**src/rtl/ttc3_id_bank_pkg.sv**
```systemverilog
// ttc3_id_pkg: shared types and helpers for the TTC3 ID bank.
// Holds the load-sequencer state encoding, the fuse address width and
// the per-slot default-ID derivation.
package ttc3_id_pkg;

  localparam int FUSE_ADDR_W = 8;
  // Widest ID the default helper can produce; callers truncate to ID_WIDTH.
  localparam int ID_MAX_W = 512;

  typedef enum logic [2:0] {
    ST_IDLE  = 3'd0,
    ST_REQ   = 3'd1,
    ST_GAP   = 3'd2,
    ST_CHECK = 3'd3,
    ST_DONE  = 3'd4,
    ST_FAULT = 3'd5
  } ttc3_id_state_e;

  // Default for slot idx: base ID with the slot index XORed into the LSBs.
  function automatic logic [ID_MAX_W-1:0] slot_default(
    input logic [ID_MAX_W-1:0] base,
    input int unsigned         idx
  );
    return base ^ ID_MAX_W'(idx);
  endfunction

endpackage

```
**src/rtl/ttc3_id_bank_if.sv**
```systemverilog
// ttc3_id_bank_if: req/ack read bus between the ID bank and the fuse controller.
// master = ID bank (issues requests), slave = fuse controller.
interface ttc3_id_bank_if #(
  parameter int FUSE_WIDTH = 32
);
  import ttc3_id_pkg::*;

  logic                   fuse_req;
  logic [FUSE_ADDR_W-1:0] fuse_addr;
  logic                   fuse_ack;
  logic [FUSE_WIDTH-1:0]  fuse_rdata;

  modport master (
    output fuse_req,
    output fuse_addr,
    input  fuse_ack,
    input  fuse_rdata
  );

  modport slave (
    input  fuse_req,
    input  fuse_addr,
    output fuse_ack,
    output fuse_rdata
  );

endinterface

```
**src/rtl/ttc3_id_bank_fuse_reader.sv**
```systemverilog
// ttc3_fuse_reader: single-word fuse read engine.
// An issue pulse latches the address and raises fuse_req; the request drops
// the cycle after an ack or after ACK_TIMEOUT request cycles without one.
// An ack on the timeout cycle counts as a successful read.
module ttc3_fuse_reader
  import ttc3_id_pkg::*;
#(
  parameter int FUSE_WIDTH  = 32,
  parameter int ACK_TIMEOUT = 64
) (
  input  logic                   clock,
  input  logic                   reset_n,
  ttc3_id_bank_if.master         fuse,
  input  logic                   issue,
  input  logic [FUSE_ADDR_W-1:0] addr,
  output logic                   word_valid,
  output logic [FUSE_WIDTH-1:0]  word_data,
  output logic                   timeout
);

  localparam int CNT_W = $clog2(ACK_TIMEOUT + 1);

  logic                   req_r;
  logic [FUSE_ADDR_W-1:0] addr_r;
  logic [CNT_W-1:0]       cnt_r;
  logic                   timeout_s;

  assign fuse.fuse_req  = req_r;
  assign fuse.fuse_addr = addr_r;

  // Acks outside an outstanding request are ignored.
  assign word_valid = req_r & fuse.fuse_ack;
  assign word_data  = fuse.fuse_rdata;
  assign timeout_s  = req_r & ~fuse.fuse_ack & (cnt_r == CNT_W'(ACK_TIMEOUT - 1));
  assign timeout    = timeout_s;

  // Request flag, held address and wait counter for the outstanding word.
  always_ff @(posedge clock or negedge reset_n) begin
    if (!reset_n) begin
      req_r  <= 1'b0;
      addr_r <= '0;
      cnt_r  <= '0;
    end else if (issue) begin
      req_r  <= 1'b1;
      addr_r <= addr;
      cnt_r  <= '0;
    end else if (req_r && (fuse.fuse_ack || timeout_s)) begin
      req_r  <= 1'b0;
      cnt_r  <= '0;
    end else if (req_r) begin
      cnt_r  <= cnt_r + CNT_W'(1);
    end else begin
      cnt_r  <= cnt_r;
    end
  end

endmodule

```
**src/rtl/ttc3_id_bank.sv**
```systemverilog
// ttc3_id_bank: multi-slot identity store loaded once from fuses after reset.
// Fetches NUM_SLOTS IDs word by word, substitutes per-slot defaults for blank
// fuses, then freezes until reset. Slots are read through a registered port.
// Optional build macro: ID_CHECKSUM_EN adds one XOR checksum word per slot;
// a mismatch aborts the load with load_fault.
module ttc3_id_bank
  import ttc3_id_pkg::*;
#(
  parameter int                  NUM_SLOTS   = 4,
  parameter int                  ID_WIDTH    = 128,
  parameter int                  FUSE_WIDTH  = 32,
  parameter int                  ACK_TIMEOUT = 64,
  parameter logic [ID_WIDTH-1:0] DEFAULT_ID  = 128'hDEADBEEF_CAFEBABE_01234567_89ABCDEF
) (
  input  logic                         clock,
  input  logic                         reset_n,
  ttc3_id_bank_if.master               fuse,
  input  logic                         rd_en,
  input  logic [$clog2(NUM_SLOTS):0]   rd_sel,
  output logic [ID_WIDTH-1:0]          rd_data,
  output logic                         rd_valid,
  output logic [NUM_SLOTS-1:0]         id_valid,
  output logic                         load_done,
  output logic                         load_fault
);

  localparam int WORDS = ID_WIDTH / FUSE_WIDTH;
`ifdef ID_CHECKSUM_EN
  localparam int STRIDE = WORDS + 1;
`else
  localparam int STRIDE = WORDS;
`endif
  localparam int WIDX_W = $clog2(STRIDE + 1);
  localparam int SIDX_W = $clog2(NUM_SLOTS + 1);
  localparam int SEL_W  = $clog2(NUM_SLOTS) + 1;
  localparam logic [FUSE_ADDR_W-1:0] STRIDE_A = FUSE_ADDR_W'(STRIDE);

  localparam logic [2:0] S_IDLE  = ST_IDLE;
  localparam logic [2:0] S_REQ   = ST_REQ;
  localparam logic [2:0] S_GAP   = ST_GAP;
  localparam logic [2:0] S_CHECK = ST_CHECK;
  localparam logic [2:0] S_DONE  = ST_DONE;
  localparam logic [2:0] S_FAULT = ST_FAULT;

  logic [2:0]             state_r;
  logic [SIDX_W-1:0]      slot_idx_r;
  logic [WIDX_W-1:0]      word_idx_r;
  logic [ID_WIDTH-1:0]    staging_r;
  logic [ID_WIDTH-1:0]    slot_r [NUM_SLOTS];
  logic [NUM_SLOTS-1:0]   id_valid_r;
  logic                   load_done_r;
  logic                   load_fault_r;
  logic [ID_WIDTH-1:0]    rd_data_r;
  logic                   rd_valid_r;
`ifdef ID_CHECKSUM_EN
  logic [FUSE_WIDTH-1:0]  csum_r;
`endif

  logic                   issue_s;
  logic [FUSE_ADDR_W-1:0] addr_s;
  logic                   word_valid_s;
  logic [FUSE_WIDTH-1:0]  word_data_s;
  logic                   timeout_s;
  logic                   last_word_s;
  logic                   last_slot_s;
  logic                   blank_s;
  logic                   commit_s;
  logic [ID_WIDTH-1:0]    default_s;
  logic [ID_WIDTH-1:0]    check_value_s;
  logic [ID_WIDTH-1:0]    rd_next_s;

`ifdef ID_CHECKSUM_EN
  // XOR of all data words of a staged ID.
  function automatic logic [FUSE_WIDTH-1:0] xor_fold(input logic [ID_WIDTH-1:0] v);
    logic [FUSE_WIDTH-1:0] acc;
    acc = '0;
    for (int w = 0; w < WORDS; w++) begin
      acc = acc ^ v[w*FUSE_WIDTH +: FUSE_WIDTH];
    end
    return acc;
  endfunction
`endif

  assign rd_data    = rd_data_r;
  assign rd_valid   = rd_valid_r;
  assign id_valid   = id_valid_r;
  assign load_done  = load_done_r;
  assign load_fault = load_fault_r;

  // A new fuse read starts on leaving IDLE and on every GAP cycle.
  assign issue_s     = (state_r == S_IDLE) || (state_r == S_GAP);
  assign addr_s      = FUSE_ADDR_W'(slot_idx_r) * STRIDE_A + FUSE_ADDR_W'(word_idx_r);
  assign last_word_s = (word_idx_r == WIDX_W'(STRIDE - 1));
  assign last_slot_s = (slot_idx_r == SIDX_W'(NUM_SLOTS - 1));

  ttc3_fuse_reader #(
    .FUSE_WIDTH  (FUSE_WIDTH),
    .ACK_TIMEOUT (ACK_TIMEOUT)
  ) u_reader (
    .clock      (clock),
    .reset_n    (reset_n),
    .fuse       (fuse),
    .issue      (issue_s),
    .addr       (addr_s),
    .word_valid (word_valid_s),
    .word_data  (word_data_s),
    .timeout    (timeout_s)
  );

  // Slot value decision: default for blank fuses, checksum gate when enabled.
  always_comb begin
    default_s = '0;
    for (int i = 0; i < NUM_SLOTS; i++) begin
      default_s = (slot_idx_r == SIDX_W'(i))
                ? ID_WIDTH'(slot_default(ID_MAX_W'(DEFAULT_ID), i))
                : default_s;
    end
`ifdef ID_CHECKSUM_EN
    blank_s  = (staging_r == '0) && (csum_r == '0);
    commit_s = (xor_fold(staging_r) == csum_r);
`else
    blank_s  = (staging_r == '0);
    commit_s = 1'b1;
`endif
    if (blank_s) begin
      check_value_s = default_s;
    end else begin
      check_value_s = staging_r;
    end
  end

  // Read mux: only loaded, in-range slots are visible; everything else reads 0.
  always_comb begin
    rd_next_s = '0;
    for (int i = 0; i < NUM_SLOTS; i++) begin
      rd_next_s = ((rd_sel == SEL_W'(i)) && id_valid_r[i]) ? slot_r[i] : rd_next_s;
    end
  end

  // Load sequencer: fetch words, decide each slot, then park in DONE or FAULT.
  always_ff @(posedge clock or negedge reset_n) begin
    if (!reset_n) begin
      state_r      <= S_IDLE;
      slot_idx_r   <= '0;
      word_idx_r   <= '0;
      staging_r    <= '0;
      id_valid_r   <= '0;
      load_done_r  <= 1'b0;
      load_fault_r <= 1'b0;
`ifdef ID_CHECKSUM_EN
      csum_r       <= '0;
`endif
    end else begin
      case (state_r)
        S_IDLE: begin
          state_r <= S_REQ;
        end
        S_REQ: begin
          if (word_valid_s) begin
            for (int w = 0; w < WORDS; w++) begin
              if (word_idx_r == WIDX_W'(w)) begin
                staging_r[w*FUSE_WIDTH +: FUSE_WIDTH] <= word_data_s;
              end
            end
`ifdef ID_CHECKSUM_EN
            if (word_idx_r == WIDX_W'(WORDS)) begin
              csum_r <= word_data_s;
            end
`endif
            if (last_word_s) begin
              state_r <= S_CHECK;
            end else begin
              word_idx_r <= word_idx_r + WIDX_W'(1);
              state_r    <= S_GAP;
            end
          end else if (timeout_s) begin
            state_r      <= S_FAULT;
            load_done_r  <= 1'b1;
            load_fault_r <= 1'b1;
          end
        end
        S_GAP: begin
          state_r <= S_REQ;
        end
        S_CHECK: begin
          if (!commit_s) begin
            state_r      <= S_FAULT;
            load_done_r  <= 1'b1;
            load_fault_r <= 1'b1;
          end else begin
            id_valid_r <= id_valid_r | (NUM_SLOTS'(1) << slot_idx_r);
            staging_r  <= '0;
`ifdef ID_CHECKSUM_EN
            csum_r     <= '0;
`endif
            word_idx_r <= '0;
            if (last_slot_s) begin
              state_r     <= S_DONE;
              load_done_r <= 1'b1;
            end else begin
              slot_idx_r <= slot_idx_r + SIDX_W'(1);
              state_r    <= S_GAP;
            end
          end
        end
        S_DONE: begin
          state_r <= S_DONE;
        end
        S_FAULT: begin
          state_r <= S_FAULT;
        end
        default: begin
          state_r      <= S_FAULT;
          load_done_r  <= 1'b1;
          load_fault_r <= 1'b1;
        end
      endcase
    end
  end

  // Slot storage: written only on a successful CHECK, otherwise frozen.
  always_ff @(posedge clock or negedge reset_n) begin
    if (!reset_n) begin
      for (int i = 0; i < NUM_SLOTS; i++) begin
        slot_r[i] <= '0;
      end
    end else begin
      for (int i = 0; i < NUM_SLOTS; i++) begin
        if ((state_r == S_CHECK) && commit_s && (slot_idx_r == SIDX_W'(i))) begin
          slot_r[i] <= check_value_s;
        end
      end
    end
  end

  // Registered read port; data holds between strobes.
  always_ff @(posedge clock or negedge reset_n) begin
    if (!reset_n) begin
      rd_valid_r <= 1'b0;
      rd_data_r  <= '0;
    end else begin
      rd_valid_r <= rd_en;
      if (rd_en) begin
        rd_data_r <= rd_next_s;
      end
    end
  end

endmodule

```
**src/flat_wrapper.sv**
```systemverilog
// flat-port wrapper written by rule: the top's interface ports become plain ports
module ttc3_id_bank_flat import ttc3_id_pkg::*;
#(
  parameter int                  NUM_SLOTS   = 4,
  parameter int                  ID_WIDTH    = 128,
  parameter int                  FUSE_WIDTH  = 32,
  parameter int                  ACK_TIMEOUT = 64,
  parameter logic [ID_WIDTH-1:0] DEFAULT_ID  = 128'hDEADBEEF_CAFEBABE_01234567_89ABCDEF
)
  (clock, reset_n, rd_en, rd_sel, rd_data, rd_valid, id_valid, load_done, load_fault, fuse_fuse_req, fuse_fuse_addr, fuse_fuse_ack, fuse_fuse_rdata);
  ttc3_id_bank_if #(.FUSE_WIDTH(FUSE_WIDTH)) fuse_i ();
  input  logic clock;
  input  logic reset_n;
  input  logic rd_en;
  input  logic [$clog2(NUM_SLOTS):0] rd_sel;
  output logic [ID_WIDTH-1:0] rd_data;
  output logic rd_valid;
  output logic [NUM_SLOTS-1:0] id_valid;
  output logic load_done;
  output logic load_fault;
  output wire logic [$bits(fuse_i.fuse_req)-1:0] fuse_fuse_req;
  output wire logic [$bits(fuse_i.fuse_addr)-1:0] fuse_fuse_addr;
  input wire logic [$bits(fuse_i.fuse_ack)-1:0] fuse_fuse_ack;
  input wire logic [$bits(fuse_i.fuse_rdata)-1:0] fuse_fuse_rdata;
  assign fuse_fuse_req = fuse_i.fuse_req;
  assign fuse_fuse_addr = fuse_i.fuse_addr;
  assign fuse_i.fuse_ack = fuse_fuse_ack;
  assign fuse_i.fuse_rdata = fuse_fuse_rdata;
  ttc3_id_bank #(.NUM_SLOTS(NUM_SLOTS), .ID_WIDTH(ID_WIDTH), .FUSE_WIDTH(FUSE_WIDTH), .ACK_TIMEOUT(ACK_TIMEOUT), .DEFAULT_ID(DEFAULT_ID)) u_core (.clock(clock), .reset_n(reset_n), .fuse(fuse_i), .rd_en(rd_en), .rd_sel(rd_sel), .rd_data(rd_data), .rd_valid(rd_valid), .id_valid(id_valid), .load_done(load_done), .load_fault(load_fault));
endmodule
```
**config.mk**
```make
export PLATFORM = sky130hd
export DESIGN_NAME = ttc3_id_bank_flat
export DESIGN_NICKNAME = d
export VERILOG_FILES = /design/src/rtl/ttc3_id_bank_pkg.sv /design/src/rtl/ttc3_id_bank_if.sv /design/src/rtl/ttc3_id_bank_fuse_reader.sv /design/src/rtl/ttc3_id_bank.sv /design/src/flat_wrapper.sv
export SDC_FILE = /design/constraint.sdc
export NUM_CORES = 1
export LEC_CHECK = 0
export ABC_AREA = 1
export BUFFER_PORTS_ARGS = -buffer_cell sky130_fd_sc_hd__buf_4
export CORE_ASPECT_RATIO = 0.6
export CORE_MARGIN = 2
export CORE_UTILIZATION = 61
export CTS_CLUSTER_DIAMETER = 60
export CTS_CLUSTER_SIZE = 24
export DETAILED_ROUTE_END_ITERATION = 6
export PLACE_DENSITY_LB_ADDON = 0.15
export SKIP_CTS_REPAIR_TIMING = 1
export SYNTH_ARGS = -nofsm -noshare
export SYNTH_HDL_FRONTEND = slang
export SYNTH_HIERARCHICAL = 1
export SYNTH_SLANG_ARGS = --single-unit
```
**constraint.sdc**
```tcl
create_clock -name clock -period 2.5 [get_ports clock]
set_clock_uncertainty 0.15 [all_clocks]
set_input_delay 0.125 -clock clock [delete_from_list [all_inputs] [get_ports clock]]
set_output_delay 0.125 -clock clock [all_outputs]
set_load 0.02 [all_outputs]
```
=== Word level (Yosys, flattened, before mapping) ===
Cells that the tools add are included.

* Bitwise operators: 8
* $add $sub $neg: 4
* Multiplexer cells: 33
* Divide/modulo/power cells: 0
* Equal/unequal tests: 25
* Shift-type cells: 1
* Order comparisons: 0
* Reductions and logical operators: 30
* $mul: 0

{| class="wikitable"
|+ Operators by type and width
! kind !! number
|-
| $mux 128 || 10
|-
| $pmux 128 s2 || 1
|-
| $logic_not 128->1 || 1
|-
| $mux 32 || 4
|-
| $eq 3x2->1 const B || 8
|-
| $mux 7 || 3
|-
| $reduce_and 3->1 || 6
|-
| $mux 3 || 5
|-
| $eq 3x1->1 const B || 4
|-
| $logic_not 3->1 || 4
|-
| $pmux 3 s4 || 1
|-
| $ne 2x1->1 const B || 5
|-
| $logic_and 1x1->1 || 9
|-
| $ne 2x2->1 const B || 4
|-
| $add 7x1->7 const B || 1
|-
| $eq 7x6->1 const B || 1
|-
| $add 3x1->3 const B || 2
|-
| $add 5x3->6 || 1
|-
| $eq 3x3->1 const B || 2
|-
| $mux 1 || 6
|-
| $pmux 3 s2 || 1
|-
| $reduce_or 5->1 || 1
|-
| $not 1->1 || 4
|-
| $or 4x4->4 || 1
|-
| other kinds (12) || 16
|}

* Output and inout port bits: 144
* Memories: 0
* Bits in latches: 0
* Bits in read-only memories: 0
* Bits in writable memories: 0
* Input port bits: 39
* Flip-flop bits (word level): 800
* Word-level logic and storage cells: 120

=== Depth between registers and ports, before layout ===
Gate-level depths: netlist of run 1.

* Depth after elaboration: 7
* Gate-level depth with buffers: 13
* Mapped depth without buffers: 11

=== Hierarchy ===
The synthesis of run 1 kept the hierarchy.

{| class="wikitable"
|+ By module, submodules not included
! module !! sequential area each (um2) !! instances !! area an instance (um2) !! cells an instance
|-
| ttc3_id_bank || 19618.8 || 1 || 34077.7 || 4067
|-
| ttc3_fuse_reader || 400.4 || 1 || 978.4 || 124
|}

=== Worst setup path after synthesis of run 1 ===
No wires, ideal clock.

* Path type: register to register
* Start point: register u_core.slot_idx_r[0]
* End point: register u_core/slot_r[327] in the netlist's numbering
* Stages on the path, launching flop included: 11
* Library setup time: 0.117 ns
* Path buffers: 2
* Path slack: 0.640 ns
* Clock period less this slack: 1.860 ns
* Data arrival time: 1.592 ns
* Required time: 2.233 ns
* Path through: dfrtp_1 -> ha_1 -> ha_1 -> inv_1 -> nand3_1 -> nand2_2 -> buf_6 -> buf_8 -> nand2_4 -> nand2_1 -> nand2_1

* Cells in the longest elaborated chain, start to end: 6
* Elaborated cells between the ends (all ways): 10
* Those cells by class: 3 x eq/ne; 5 x mux; 2 x reduce/logical

{| class="wikitable"
|+ RTL lines
! what !! RTL line !! text
|-
| start: declaration || ttc3_id_bank.sv:46 || <nowiki>logic [SIDX_W-1:0] slot_idx_r;</nowiki>
|-
| start signal: assignment || ttc3_id_bank.sv:201 || <nowiki>slot_idx_r <= slot_idx_r + SIDX_W'(1);</nowiki>
|-
| $logic_not 3->1 || ttc3_id_bank.sv:114 || <nowiki>default_s = (slot_idx_r == SIDX_W'(i))</nowiki>
|-
| $mux 128 (4 in a row) || ttc3_id_bank.sv:115 || <nowiki>? ID_WIDTH'(slot_default(ID_MAX_W'(DEFAULT_ID), i))</nowiki>
|-
| $mux 128 || ttc3_id_bank.sv:125 || <nowiki>if (blank_s) begin</nowiki>
|-
| end signal: indexed assignment || ttc3_id_bank.sv:230 || <nowiki>slot_r[i] <= check_value_s;</nowiki>
|-
| end: declaration || ttc3_id_bank.sv:49 || <nowiki>logic [ID_WIDTH-1:0] slot_r [NUM_SLOTS];</nowiki>
|}

Several ways; a longest one is shown, not always the timed one.
A chain may end at the register's enable or synchronous reset.

=== Worst setup path after layout of run 1 ===
* Start point: register u_core.staging_r[70]
* End point: register u_core/slot_r[97] in the netlist's numbering

* Cells in the longest elaborated chain, start to end: 2

{| class="wikitable"
|+ RTL lines
! what !! RTL line !! text
|-
| start: declaration || ttc3_id_bank.sv:48 || <nowiki>logic [ID_WIDTH-1:0] staging_r;</nowiki>
|-
| start signal: indexed assignment || ttc3_id_bank.sv:162 || <nowiki>staging_r[w*FUSE_WIDTH +: FUSE_WIDTH] <= word_data_s;</nowiki>
|-
| $logic_not 128->1 || ttc3_id_bank.sv:122 || <nowiki>blank_s = (staging_r == '0);</nowiki>
|-
| $mux 128 || ttc3_id_bank.sv:125 ||
|}

Every way passes these cells.

==> results.sh, run 1 <==
export IMPL_synth_largest_area_cell="dfrtp_1"
export IMPL_async_reset_ff_frac=1.00
export IMPL_setup_viol=0
export IMPL_n_fill_cell=4666
export IMPL_synth_area_leaders="dfrtp_1 57%, nand2_1 17%, o21ai_0 5.6%, inv_1 3.8%, o22ai_1 2.1%"
export IMPL_synth_edf_count=0
export IMPL_areaGrowthSynthToFinish_pct=11.1
export IMPL_max_slew_margin=0.255
export IMPL_period_share=0.983
export IMPL_crit_required_ns=2.86
export IMPL_drive_gt1_frac=0.0967
export IMPL_dpl_hpwl_mm=63.3
export IMPL_clk_path_buf_depth=3
export IMPL_vias_per_cell=5.77
export IMPL_grt_use_total=0.345
export IMPL_netlist_area_um2=35100
export IMPL_pin_count=183
export IMPL_htreeDepth=2
export IMPL_dr_pass1_iters=6
export IMPL_fp_row_count=68
export IMPL_layout_min_cycle_time_ns=2.46
export IMPL_io_buffers=182
export IMPL_cts_sinks=800
export IMPL_ir_drop_mv=0.474
export IMPL_die_h_um=190
export IMPL_synth_ff_latch_count=800
export IMPL_clk_latency_ns=0.59
export IMPL_intPower_w=0.0165
export IMPL_ys_warn_count=6
export IMPL_drtIter0Drc=3755
export IMPL_finalWirelength_mm=103
export IMPL_die_w_um=313
export IMPL_wire_per_inst_um=20.4
export IMPL_ant_nets=0
export IMPL_worstSetupPathType="flip-flop to flip-flop"
export IMPL_path_max_fanout=19
export IMPL_synth_most_common_cell="nand2_1"
export IMPL_start_util=0.613
export IMPL_ys_types=38
export IMPL_synthFlopType="dfrtp_1"
export IMPL_pwr_share_comb=0.050
export IMPL_swShare=0.237
export IMPL_drv_cap=0
export IMPL_synthTopCellsByCount="1619 x nand2_1, 800 x dfrtp_1, 392 x o21ai_0, 359 x inv_1, 189 x nor2_1"
export IMPL_cts_buffers=41
export IMPL_synthCells=4191
export IMPL_grt_ovfl_total=0
export IMPL_layout_nets=4309
export IMPL_synth_seq_area_share=0.571
export IMPL_powerDensity_nw_per_um2=556
export IMPL_cp_start_kind="flip-flop"
export IMPL_cts_root_buf="clkbuf_16"
export IMPL_hold_violations=0
export IMPL_syn_avg_cell_area_um2=8.36
export IMPL_cts_reportedPaths_clkPinSlew_ns=0.10
export IMPL_worst_pin_slew_ns=1.11
export IMPL_setup_ws_ns=0.0434
export IMPL_grt_max_degree=137
export IMPL_setup_tns_final_ns=0
export IMPL_drc=0
export IMPL_clkPwrFrac=0.344
export IMPL_status="finished, final reports clean"
export IMPL_die_area_um2=59500
export IMPL_grt_pass1_vias=27000
export IMPL_final_max_slew_viol_count=0
export IMPL_grt_pass1_wl_mm=159
export IMPL_vias=29100
export IMPL_antenna_found_initial=1
export IMPL_pre_cts_ws_ns=0.129
export IMPL_cp_end_kind="flip-flop"
export IMPL_routabilityCongestion=0.892
export IMPL_fmax_mhz=407
export IMPL_power_leakage_nw=19.5
export IMPL_core_um2=57200
export IMPL_crit_arrival_ns=2.82
export IMPL_cts_tree="built"
export IMPL_p_switching_w=0.00513
export IMPL_seqPwrFrac=0.605
export IMPL_yosysTopAreaCellShare=0.571
export IMPL_hold_class="input pin to flip-flop"
export IMPL_total_power_w=0.0217
==> logic make-up after synthesis <==
| group | count (synthesis) | synth area share |
|---|---|---|
| simple gates | 2011 | 0.231 |
| xor+xnor | 4 | 0.00100 |
| fa+ha+maj | 13 | 0.00464 |
| compound gates | 703 | 0.112 |
| flops | 800 | 0.571 |
| other cells | 1 | 0.000107 |
| mux | 10 | 0.00321 |
| buf+inv | 649 | 0.0770 |
==> flip-flops by register name (all words and copies together), names as in the netlist <==
signal                          flops
u_core/u_reader/fuse.fuse_req       1
u_core/staging_r                  128
u_core/word_idx_r                   3
u_core/rd_data                    128
u_core/load_done                    1
u_core/slot_r                     512
u_core/state_r                      3
u_core/u_reader/cnt_r               7
u_core/id_valid                     4
u_core/load_fault                   1
u_core/slot_idx_r                   3
u_core/u_reader/fuse.fuse_addr      8
u_core/rd_valid                     1
==> path summary, 6_finish.rpt <==
kind / startpoint / to / slack [ns] / depth (start not counted)
setup / recovery: u_core/staging_r[70] / u_core/slot_r[97] / 0.04 / 13
hold / removal: fuse_fuse_rdata[23] / u_core/staging_r[119] / 0.01 / 5
setup reg to reg: u_core/staging_r[70] / u_core/slot_r[97] / 0.04 / 13
hold reg to reg: u_core/u_reader/fuse.fuse_addr[7] / u_core/u_reader/fuse.fuse_addr[7] / 0.33 / 2
max in group asynchronous: reset_n / u_core/u_reader/cnt_r[1] / 0.38 / 4
min in group asynchronous: reset_n / u_core/rd_data[29] / 0.53 / 3
==> power by group through the flow <==
stage / clock (W) / combinational, W / sequential, W
detailed placement: 0 / 0.00104 / 0.0134
floorplan: 0 / 0.000427 / 0.0134
CTS: 0.00755 / 0.00104 / 0.0131
global placement: 0 / 0.00103 / 0.0134
global route: 0.00805 / 0.00120 / 0.0131
finish: 0.00746 / 0.00109 / 0.0131
==> per-stage QoR <==
stage	hold slack (ns)	instances	util	cell area, µm²
floorplan	-0.321	4192	-	35100
global placement	-0.00234	4946	0.653	37300
detailed placement	0.00265	4946	0.653	37300
CTS	-0.608	5001	0.674	38500
global route	0.0248	5039	0.681	38900
finish	0.0128	5041	0.681	39000
==> per-layer routing <==
layer	track usage	wire, µm
met1	0.531	45100
met2	0.494	43600
met3	0.0774	11300
met4	0.0950	2630
met5	0	0
==> placed cells by master, fill, tap and decap left out, drive strengths merged <==
master | Yosys | final
a211oi | 66 | 66
a21boi | 1 | 1
a21oi | 6 | 6
a31o | 2 | 2
a31oi | 2 | 2
buf | 123 | 268
bufinv | 0 | 1
clkbuf | 157 | 48
clkinv | 0 | 5
conb | 1 | 2
dfrtp | 800 | 800
diode | 0 | 2
dlygate4sd3 | 0 | 32
ha | 13 | 13
inv | 369 | 371
mux2 | 10 | 10
nand2 | 1662 | 1663
nand3 | 135 | 135
nand3b | 1 | 1
nand4 | 11 | 11
nor2 | 196 | 196
nor3 | 3 | 3
o211ai | 20 | 20
o21ai | 487 | 487
o22ai | 118 | 118
o32ai | 1 | 1
or2 | 3 | 3
xnor2 | 1 | 1
xor2 | 3 | 3
==> final cells by class <==
class	instances	area, µm²	share of cell area
Inverter	369	1400	0.0358
Tap cell	770	963	0.0247
Sequential cell	800	20000	0.514
Multi-Input combinational cell	2744	12400	0.319
Clock buffer	47	1080	0.0277
Antenna cell	2	5.00	0.000128
Clock inverter	8	98.8	0.00254
Timing Repair Buffer	301	2950	0.0758
==> critical path: stages (launching register included) <==
cell and delay [ns]:
dfrtp_1 0.49, nor2_1 0.14, nand2_1 0.07, nor2_1 0.15, nand2_1 0.07, nor2_1 0.19
nand2_1 0.15, nor2_4 0.17, nand2_4 0.15, buf_12 0.17, clkbuf_16 0.22, nand2_4 0.13
nand2_1 0.06, nand2_1 0.07
(Power assumes the default switching activity.)
==> run 2: changes to the inputs <==
--- a/config.mk
+++ b/config.mk
@@ -9,7 +9,7 @@
 export BUFFER_PORTS_ARGS = -buffer_cell sky130_fd_sc_hd__buf_4
 export CORE_ASPECT_RATIO = 0.6
 export CORE_MARGIN = 2
-export CORE_UTILIZATION = 61
+export CORE_UTILIZATION = 55
 export CTS_CLUSTER_DIAMETER = 60
 export CTS_CLUSTER_SIZE = 24
 export DETAILED_ROUTE_END_ITERATION = 6
==> run 2 against run 1 <==
Against the previous run: clock-buffer cell count increased by 4; wire length increased by 2.2%; first-iteration DRC count decreased by 5.6%; final area increased by 1.3%; hold slack got worse by 0.0042 ns; maximum frequency increased by 1.4%; sequential share of layout area decreased by 0.65 points; critical path depth decreased by 1; final cell count increased by 2.0%; critical path type unchanged; sequential cell count unchanged; global-route usage decreased by 2.4 points; combinational power about the same.
==> results.sh, run 2 (synthesis gave the netlist of run 1 again) <==
export IMPL_cts_root_buf="clkbuf_16"
export IMPL_clk_path_buf_depth=3
export IMPL_crit_chain="nor2_1, nand2_1, nor2_1, nand2_1, nor2_1, nand2_1, nor2_4, buf_4, nand2_4, nand2_1, nand2_1, nand2_1"
export IMPL_max_slew_margin=0.127
export IMPL_reg2reg_slack_ns=0.08
export IMPL_vias_per_cell=5.59
export IMPL_ff_latch_area_um2=20000
export IMPL_finalHoldWorstSlack_ns=0.00866
export IMPL_power_leakage_nw=19.7
export IMPL_min_to="u_core/staging_r[52]"
export IMPL_htreeDepth=2
export IMPL_io_buffers=182
export IMPL_dr_pass1_iters=6
export IMPL_areaGrowthSynthToFinish_pct=12.5
export IMPL_path_max_fanout=8
export IMPL_multiInputGateArea_um2=12500
export IMPL_post_route_util=0.628
export IMPL_status="finished, final reports clean"
export IMPL_layout_commonest_cell="nand2_1"
export IMPL_setup_ws_ns=0.0775
export IMPL_period_share=0.969
export IMPL_cp_common_cell="nand2_1"
export IMPL_hold_class="input pin to flip-flop"
export IMPL_setup_tns_final_ns=0
export IMPL_n_fill_cell=5410
export IMPL_finalWirelength_mm=105
export IMPL_pin_count=183
export IMPL_top_register="u_core/slot_r"
export IMPL_crit_required_ns=2.92
export IMPL_grt_use_total=0.321
export IMPL_final_max_slew_viol_count=0
export IMPL_wire_per_inst_um=20.4
export IMPL_worstSetupPathType="flip-flop to flip-flop"
export IMPL_antenna_found_initial=1
export IMPL_reg2reg_from="u_core/staging_r[102]"
export IMPL_cts_tree="built"
export IMPL_core_um2=62800
export IMPL_min_from="fuse_fuse_rdata[20]"
export IMPL_final_cell_mix="1618 x nand2_1, 800 x dfrtp_1, 392 x o21ai_0"
export IMPL_die_w_um=330
export IMPL_start_util=0.558
export IMPL_drc=0
export IMPL_ant_nets=0
export IMPL_grt_pass1_vias=26600
export IMPL_vias=28700
export IMPL_clk_latency_ns=0.62
export IMPL_die_area_um2=65800
export IMPL_total_power_w=0.0222
export IMPL_cp_start_kind="flip-flop"
export IMPL_ir_drop_mv=0.429
export IMPL_path_buf_inv=1
export IMPL_die_h_um=200
export IMPL_largest_reg_flops=512
export IMPL_layout_nets=4332
export IMPL_grt_ovfl_total=0
export IMPL_cts_buffers=42
export IMPL_timing_rr_end="u_core/slot_r[21]"
export IMPL_dpl_hpwl_mm=64.6
export IMPL_powerDensity_nw_per_um2=563
export IMPL_grt_max_degree=104
export IMPL_slowest_stage="dfrtp_1"
export IMPL_fp_row_count=71
export IMPL_pre_cts_ws_ns=-0.0381
export IMPL_worst_r2r_cell_count=12
export IMPL_routabilityCongestion=0.858
export IMPL_crit_path_max_incr_delay_ns=0.39
export IMPL_hold_violations=0
export IMPL_drv_cap=0
export IMPL_cts_sinks=800
export IMPL_drtIter0Drc=3543
export IMPL_cts_reportedPaths_clkPinSlew_ns=0.10
export IMPL_cp_end_kind="flip-flop"
export IMPL_grt_pass1_wl_mm=160
export IMPL_hold_depth=5
export IMPL_drive_gt1_frac=0.103
export IMPL_crit_family="simple AND/OR/NAND/NOR gates"
export IMPL_setup_viol=0
export IMPL_fmax_mhz=413
export IMPL_crit_arrival_ns=2.84
export IMPL_worst_pin_slew_ns=1.31
export IMPL_layout_min_cycle_time_ns=2.42
[run 2: cell types whose count changed in the layout (fill, tap and decap cells not counted), sizes merged]
cell,change
buf,+19
clkbuf,+4
dlygate4sd3,+3
inv,+2
bufinv,+1
clkinvlp,+1
[run 2: area by class of cell]
class	count	area share
repair buffers	323	0.0807
well taps	839	0.0266
clock inverters	12	0.00409
flip-flops and latches	800	0.507
diodes	2	0.000127
multi-input cells	2744	0.316
inverters	369	0.0354
clock buffers	51	0.0294
[run 2: per-layer routing]
| metal | vias to the layer above | wire, µm | GRT usage | share of wire |
|---|---|---|---|---|
| met5 | - | 0 | 0 | 0 |
| met4 | 0 | 2180 | 0.0751 | 0.021 |
| met3 | 134 | 11600 | 0.0839 | 0.11 |
| met2 | 1312 | 44400 | 0.458 | 0.42 |
| met1 | 13900 | 46700 | 0.488 | 0.45 |
| li1 | 13400 | - | - | - |
[run 2: worst max path at each step]
stage	startpoint	to	slack, ns	depth (start not counted)
floorplan	u_core/slot_idx_r[0]	u_core/slot_r[327]	0.64	10
global placement	u_core/staging_r[69]	u_core/slot_r[136]	-0.01	12
detailed placement	u_core/staging_r[68]	u_core/slot_r[134]	-0.04	12
CTS	u_core/staging_r[69]	u_core/slot_r[134]	-0.08	12
global route	u_core/staging_r[29]	u_core/slot_r[298]	-0.02	12
finish	u_core/staging_r[102]	u_core/slot_r[21]	0.08	12
[run 2: metrics by stage]
stage                     instance area, µm²  instances
after floorplan                        35100       4192
after global placement                 37600       5034
after detailed placement               37600       5034
after CTS                              38900       5097
after global routing                   39400       5138
final                                  39400       5140
[run 2: power by group]
| part | total, W | internal [W] | leakage, nW | switching [W] |
|---|---|---|---|---|
| sequential | 0.0131 | 0.0130 | 10.8 | 0.0000821 |
| combinational | 0.00110 | 0.000290 | 8.26 | 0.000812 |
| clock | 0.00799 | 0.00358 | 0.643 | 0.00441 |
| total | 0.0222 | 0.0169 | 19.7 | 0.00531 |
[run 2: worst min-delay path, delay by kind of cell]
family                 cells  cell delay (ns)
AND/OR/NAND/NOR            2             0.39
buffers and inverters      2             0.17
AO/OA/AOI/OAI              1             0.05
